$ cat src/rtl/sequenciador_operandos_pkg.sv
// rtl/sequenciador_operandos_pkg.sv - shared state encoding and widths for the operand sequencer
package sequenciador_pkg;

    localparam int LARGURA_OP  = 4;
    localparam int LARGURA_RES = 5;

    typedef enum logic [1:0] {
        ESPERA_A = 2'd0,
        ESPERA_B = 2'd1,
        CALCULA  = 2'd2,
        MOSTRA   = 2'd3
    } estado_t;

endpackage

$ cat src/rtl/sequenciador_operandos_if.sv
// rtl/sequenciador_operandos_if.sv - bit-level link between the sequencer and the external 4-bit adder
interface sequenciador_operandos_if;
    import sequenciador_pkg::*;

    logic [LARGURA_OP-1:0] a_op;
    logic [LARGURA_OP-1:0] b_op;
    logic                  cin;
    logic [LARGURA_OP-1:0] soma_in;
    logic                  cout_in;

    modport master (
        output a_op,
        output b_op,
        output cin,
        input  soma_in,
        input  cout_in
    );

    modport slave (
        input  a_op,
        input  b_op,
        input  cin,
        output soma_in,
        output cout_in
    );

endinterface

$ cat src/rtl/sequenciador_operandos_filtro_botao.sv
// rtl/sequenciador_operandos_filtro_botao.sv - button synchronizer, debounce filter and press pulse
module filtro_botao #(
    parameter int DEBOUNCE_CYCLES = 16
) (
    input  logic clk,
    input  logic reset,
    input  logic botao,
    output logic pulso
);
    localparam int CW = $clog2(DEBOUNCE_CYCLES + 1);

    logic          sinc_1;
    logic          sinc_2;
    logic          filtrado;
    logic          filtrado_q;
    logic [CW-1:0] contador;

    // Level flips on the D-th consecutive cycle that the synchronized input disagrees with it.
    always_ff @(posedge clk or posedge reset) begin
        if (reset) begin
            sinc_1     <= 1'b0;
            sinc_2     <= 1'b0;
            filtrado   <= 1'b0;
            filtrado_q <= 1'b0;
            contador   <= '0;
        end else begin
            sinc_1     <= botao;
            sinc_2     <= sinc_1;
            filtrado_q <= filtrado;
            if (sinc_2 == filtrado) begin
                contador <= '0;
            end else if (contador == CW'(DEBOUNCE_CYCLES - 1)) begin
                filtrado <= ~filtrado;
                contador <= '0;
            end else begin
                contador <= contador + 1'b1;
            end
        end
    end

    assign pulso = filtrado & ~filtrado_q;

endmodule

$ cat src/rtl/sequenciador_operandos.sv
// rtl/sequenciador_operandos.sv - captures A then B from switches, feeds the adder, registers {cout,sum}
// Optional subtract mode (B inverted, carry-in set) enabled by defining SUBTRACAO_EN.
module sequenciador_operandos
    import sequenciador_pkg::*;
#(
    parameter int DEBOUNCE_CYCLES = 16
) (
    input  logic                   clk,
    input  logic                   reset,
    input  logic [LARGURA_OP-1:0]  chaves,
    input  logic                   botao,
    input  logic                   sub,
    sequenciador_operandos_if.master somador,
    output logic [LARGURA_RES-1:0] resultado,
    output logic                   resultado_valido,
    output logic [1:0]             estado
);
    estado_t               estado_atual;
    estado_t               estado_prox;
    logic                  pulso;
    logic                  carrega_a;
    logic                  carrega_b;
    logic                  grava;
    logic                  limpa;
    logic [LARGURA_OP-1:0] b_prox;
    logic                  cin_prox;

    filtro_botao #(
        .DEBOUNCE_CYCLES (DEBOUNCE_CYCLES)
    ) u_filtro (
        .clk   (clk),
        .reset (reset),
        .botao (botao),
        .pulso (pulso)
    );

    always_ff @(posedge clk or posedge reset) begin
        if (reset) begin
            estado_atual <= ESPERA_A;
        end else begin
            estado_atual <= estado_prox;
        end
    end

    always_comb begin
        estado_prox = estado_atual;
        carrega_a   = 1'b0;
        carrega_b   = 1'b0;
        grava       = 1'b0;
        limpa       = 1'b0;
        case (estado_atual)
            ESPERA_A: if (pulso) begin
                carrega_a   = 1'b1;
                estado_prox = ESPERA_B;
            end
            ESPERA_B: if (pulso) begin
                carrega_b   = 1'b1;
                estado_prox = CALCULA;
            end
            CALCULA: begin
                grava       = 1'b1;
                estado_prox = MOSTRA;
            end
            MOSTRA: if (pulso) begin
                limpa       = 1'b1;
                estado_prox = ESPERA_A;
            end
            default: estado_prox = ESPERA_A;
        endcase
    end

    always_comb begin
        b_prox   = chaves;
`ifdef SUBTRACAO_EN
        cin_prox = sub;
        if (sub) begin
            b_prox = ~chaves;
        end
`else
        // sub has no effect in this build
        cin_prox = sub & 1'b0;
`endif
    end

    always_ff @(posedge clk or posedge reset) begin
        if (reset) begin
            somador.a_op     <= '0;
            somador.b_op     <= '0;
            somador.cin      <= 1'b0;
            resultado        <= '0;
            resultado_valido <= 1'b0;
        end else if (limpa) begin
            somador.a_op     <= '0;
            somador.b_op     <= '0;
            somador.cin      <= 1'b0;
            resultado        <= '0;
            resultado_valido <= 1'b0;
        end else begin
            if (carrega_a) begin
                somador.a_op <= chaves;
            end
            if (carrega_b) begin
                somador.b_op <= b_prox;
                somador.cin  <= cin_prox;
            end
            // Adder inputs were stable for the whole CALCULA cycle.
            if (grava) begin
                resultado        <= {somador.cout_in, somador.soma_in};
                resultado_valido <= 1'b1;
            end
        end
    end

    assign estado = estado_atual;

endmodule

$ cat src/flat_wrapper.sv
// flat-port wrapper written by rule: the top's interface ports become plain ports
module sequenciador_operandos_flat import sequenciador_pkg::*;
#(
    parameter int DEBOUNCE_CYCLES = 16
)
  (clk, reset, chaves, botao, sub, resultado, resultado_valido, estado, somador_a_op, somador_b_op, somador_cin, somador_soma_in, somador_cout_in);
  sequenciador_operandos_if somador_i ();
  input  logic clk;
  input  logic reset;
  input  logic [LARGURA_OP-1:0] chaves;
  input  logic botao;
  input  logic sub;
  output logic [LARGURA_RES-1:0] resultado;
  output logic resultado_valido;
  output logic [1:0] estado;
  output wire logic [$bits(somador_i.a_op)-1:0] somador_a_op;
  output wire logic [$bits(somador_i.b_op)-1:0] somador_b_op;
  output wire logic [$bits(somador_i.cin)-1:0] somador_cin;
  input wire logic [$bits(somador_i.soma_in)-1:0] somador_soma_in;
  input wire logic [$bits(somador_i.cout_in)-1:0] somador_cout_in;
  assign somador_a_op = somador_i.a_op;
  assign somador_b_op = somador_i.b_op;
  assign somador_cin = somador_i.cin;
  assign somador_i.soma_in = somador_soma_in;
  assign somador_i.cout_in = somador_cout_in;
  sequenciador_operandos #(.DEBOUNCE_CYCLES(DEBOUNCE_CYCLES)) u_core (.clk(clk), .reset(reset), .chaves(chaves), .botao(botao), .sub(sub), .somador(somador_i), .resultado(resultado), .resultado_valido(resultado_valido), .estado(estado));
endmodule
$ cat config.mk
export PLATFORM = sky130hd
export DESIGN_NAME = sequenciador_operandos_flat
export DESIGN_NICKNAME = d
export VERILOG_FILES = /design/src/rtl/sequenciador_operandos_pkg.sv /design/src/rtl/sequenciador_operandos_if.sv /design/src/rtl/sequenciador_operandos_filtro_botao.sv /design/src/rtl/sequenciador_operandos.sv /design/src/flat_wrapper.sv
export SDC_FILE = /design/constraint.sdc
export NUM_CORES = 1
export LEC_CHECK = 0
export BUFFER_PORTS_ARGS = -buffer_cell sky130_fd_sc_hd__buf_2
export CAP_MARGIN = 10
export CORE_ASPECT_RATIO = 0.9
export CORE_MARGIN = 2
export CORE_UTILIZATION = 30
export CTS_CLUSTER_DIAMETER = 40
export DETAILED_ROUTE_END_ITERATION = 10
export PLACE_DENSITY_LB_ADDON = 0.12
export SYNTH_ARGS = -nofsm -noshare
export SYNTH_HDL_FRONTEND = slang
export SYNTH_HIERARCHICAL = 1
export SYNTH_SLANG_ARGS = --single-unit
export TNS_END_PERCENT = 20
$ cat constraint.sdc
create_clock -name clk -period 1.9 [get_ports clk]
set_clock_uncertainty 0.15 [all_clocks]
set_input_delay 0.285 -clock clk [delete_from_list [all_inputs] [get_ports clk]]
set_output_delay 0.285 -clock clk [all_outputs]
set_load 0.03 [all_outputs]
==> impl_metrics.csv <==
group,metric,value,unit
run_status,status,"complete, no violations",
place,io_buffers,27,
global_routing,grt_pass1_vias,795,
power_and_ir_drop,internal_power,0.00108,W
logic_synthesis,synth_warnings,6,
clock_tree,tritoncts.num_buffers,3,
logic_synthesis,ys_types,28,
clock_tree,clk_path_buf_depth,2,
setup_path,crit_path_start_kind,"register",
sta,tightest_slew,641,ps
sta,worst_slack,237,ps
power_and_ir_drop,pwr-share-comb,0.435,
logic_synthesis,synth_area,0.00116,mm^2
setup_path,r2r_cells,5,
logic_synthesis,netlist_instances,103,
power_and_ir_drop,max-vdd-ir-drop,0.000623,V
drt,postRouteAntennaNets,0,
logic_synthesis,yosysSeqAreaShare,0.539,
power_and_ir_drop,seqPwrFrac,0.391,
clock_tree,cts_tree,"built",
place,dpl_cell_area,0.00133,mm^2
drt,wl_per_cell,11.7,um
sta,fin_crit,1660,ps
setup_path,worstPathArrival,1670,ps
drt,drt_iter0_drc,40,
drt,drc,0,
global_routing,grt_overflow_total,0,
setup_path,r2r_end,"u_core/estado[1]",
run,cap_violations,0,
min_path,holdCritPathClass,"input pin to register",
clock_tree,ctsHtreeMaxLevel,1,
setup_path,cp.required,1900,ps
sta,relSlewSlack,0.572,
clock_tree,cts_setup_buffers,0,
setup_path,end_kind,"register",
setup_path,r2r-start,"u_core/estado[1]",
logic_synthesis,syn_area_per_cell,11.3,um^2
setup_path,path_class,"register to register",
power_and_ir_drop,p_per_area,1250,mW/mm^2
drt,via_per_inst,4.43,
sta,finalSetupViolCount,0,
sta,fmax,0.601,GHz
final_layout,drive_above_1_share,0.301,
setup_path,crit_path_max_fanout,7,
min_path,whs_path_depth,3,
sta,finalSetupTns,0,ps
floorplan,dieArea,0.00438,mm^2
place,place.gp.congestion,0.676,
drt,finalWirelength,2090,um
final_layout,nNetsFinal,153,
clock_tree,clkLatencyLatePin,260,ps
power_and_ir_drop,power_leakage,0.715,nW
clock_tree,clkSlewWorstSetupHoldPaths,80,ps
sta,grt_setup_unrepaired,"no",
floorplan,fp.dieH,63.0,um
final_layout,syn_to_final_growth,20.2,%
power_and_ir_drop,power.share.switching,0.380,
global_routing,grt_first_pass_wirelength,3820,um
clock_tree,root_buffer,"clkbuf_8",
floorplan,io_pins,30,
drt,num_vias,793,
final_layout,finalInstanceArea,0.00140,mm^2
power_and_ir_drop,p_clk_frac,0.174,
floorplan,core_area,0.00370,mm^2
floorplan,start_util,0.313,
min_path,hold_end,"u_core/resultado[3]",
final_layout,antennaDiodeCount,0,
min_path,worstHoldStart,"somador_soma_in[3]",
clock_tree,clkSinkCount,25,
logic_synthesis,yosys_register_bits,25,
power_and_ir_drop,p_switching,0.000661,W
sta,min_period_over_period,0.875,
final_layout,layout.cells.most_common_list,"27 x buf_2, 25 x dfrtp_1, 11 x nor2_1",
final_layout,layout_commonest_cell,"buf_2",
global_routing,track_usage,0.111,
sta,final_max_slew_viol_count,0,
floorplan,row_count,21,
drt,dr.pass1.iters,4,
setup_path,rrSetupSlack,240,ps
sta,hold_viol,0,
logic_synthesis,synth_top_cell_by_area,"dfrtp_1",
logic_synthesis,synth.area.top_cells,"dfrtp_1 54%, ha_1 6.5%, mux2i_1 5.2%, nor2_1 3.6%, inv_1 3.2%",
logic_synthesis,synth_nets,122,
place,dp_slack,232,ps
place,hpwlAfterDp,1570,um
global_routing,antenna_found_initial,0,
floorplan,die_x,69.6,um
logic_synthesis,synth_top_area_frac,0.539,
global_routing,grt_max_degree,17,
-- area by class of cell --
class | count | area [um^2]
fill | 385 | 2310
sequential | 25 | 626
multi-input combinational | 62 | 450
timing repair buffer | 32 | 178
tap | 46 | 57.6
clock buffer | 3 | 41.3
inverter | 10 | 37.5
clock inverter | 1 | 5.00
-- through the flow --
| step | util | hold slack [ps] | total power (W) | std cells |
|---|---|---|---|---|
| 6_report | 0.377 | 119 | 0.00174 | 179 |
| 5_1_grt | 0.377 | 118 | 0.00189 | 179 |
| 4_1_cts | 0.377 | 103 | 0.00178 | 179 |
| 3_5_place_dp | 0.359 | 121 | 0.00146 | 173 |
| 3_3_place_gp | 0.359 | 121 | 0.00144 | 173 |
| 2_1_floorplan | - | -37.1 | 0.00129 | 103 |
-- cells by family (layout without fill, tap and decap cells) --
kind of cell	after synthesis	in the layout	synth area share
XOR/XNOR	3	3	0.0226
buffers and inverters	16	46	0.0733
multiplexers	8	8	0.0744
other	1	1	0.00323
flip-flops	25	25	0.539
AND/OR/NAND/NOR	29	29	0.133
AO/OA/AOI/OAI	15	15	0.0905
adder cells (fa/ha/maj)	6	6	0.0647
-- flip-flops by register name, summed over array words and instances (netlist names) --
register / flops
u_core/resultado_valido: 1
u_core/estado: 2
u_core/u_filtro/filtrado: 1
u_core/somador.b_op: 4
u_core/u_filtro/contador: 5
u_core/u_filtro/sinc_2: 1
u_core/u_filtro/sinc_1: 1
u_core/u_filtro/filtrado_q: 1
u_core/resultado: 5
u_core/somador.a_op: 4
-- routing by layer --
metal / global-route usage / wire [um]
met1: 0.156 / 990
met2: 0.161 / 910
met3: 0.0468 / 171
met4: 0.0221 / 18
met5: 0 / 0
-- cell usage after synthesis --
| library cell | count |
|---|---|
| o21ai_0 | 2 |
| nor2_1 | 11 |
| dfrtp_1 | 25 |
| a22o_1 | 2 |
| o21a_1 | 5 |
| o22ai_1 | 5 |
| and3_1 | 1 |
| nand2_1 | 2 |
| buf_2 | 1 |
| nand3_2 | 1 |
| mux2_1 | 1 |
| nand4b_1 | 1 |
| mux2i_1 | 6 |
| buf_4 | 2 |
| buf_6 | 2 |
| inv_1 | 10 |
| mux2_4 | 1 |
| nor2b_1 | 1 |
| nand3_1 | 6 |
| o21ai_2 | 1 |
| and3b_1 | 1 |
| conb_1 | 1 |
| xor2_1 | 3 |
| nor2_2 | 2 |
| clkbuf_2 | 1 |
| and2_1 | 2 |
| ha_1 | 6 |
| nor3_2 | 1 |
-- repair_timing --
action                    CTS  global route
gates resized for setup     0             0
hold buffers                2             0
hold endpoints to repair   26             0
-- critical path: stages (launching register included) --
cell	delay (ps)
dfrtp_1	430
inv_1	130
ha_1	310
nor3_2	90
nor2_2	140
mux2_4	310
-- power groups by stage --
stage	sequential, W	combinational (W)	clock (W)
3_3_place_gp	0.000687	0.000752	0
4_1_cts	0.000683	0.000767	0.000329
3_5_place_dp	0.000692	0.000764	0
5_1_grt	0.000703	0.000825	0.000361
2_1_floorplan	0.000841	0.000446	0
6_report	0.000681	0.000756	0.000303
-- worst max-delay path by stage --
stage | from | end
2_1_floorplan | u_core/estado[1] | u_core/estado[1]
3_3_place_gp | u_core/estado[0] | u_core/estado[1]
3_5_place_dp | u_core/estado[0] | u_core/estado[1]
4_1_cts | u_core/estado[0] | u_core/estado[1]
5_1_grt | u_core/estado[0] | u_core/estado[1]
6_report | u_core/estado[1] | u_core/estado[1]
Power figures use the tool's default switching activity.
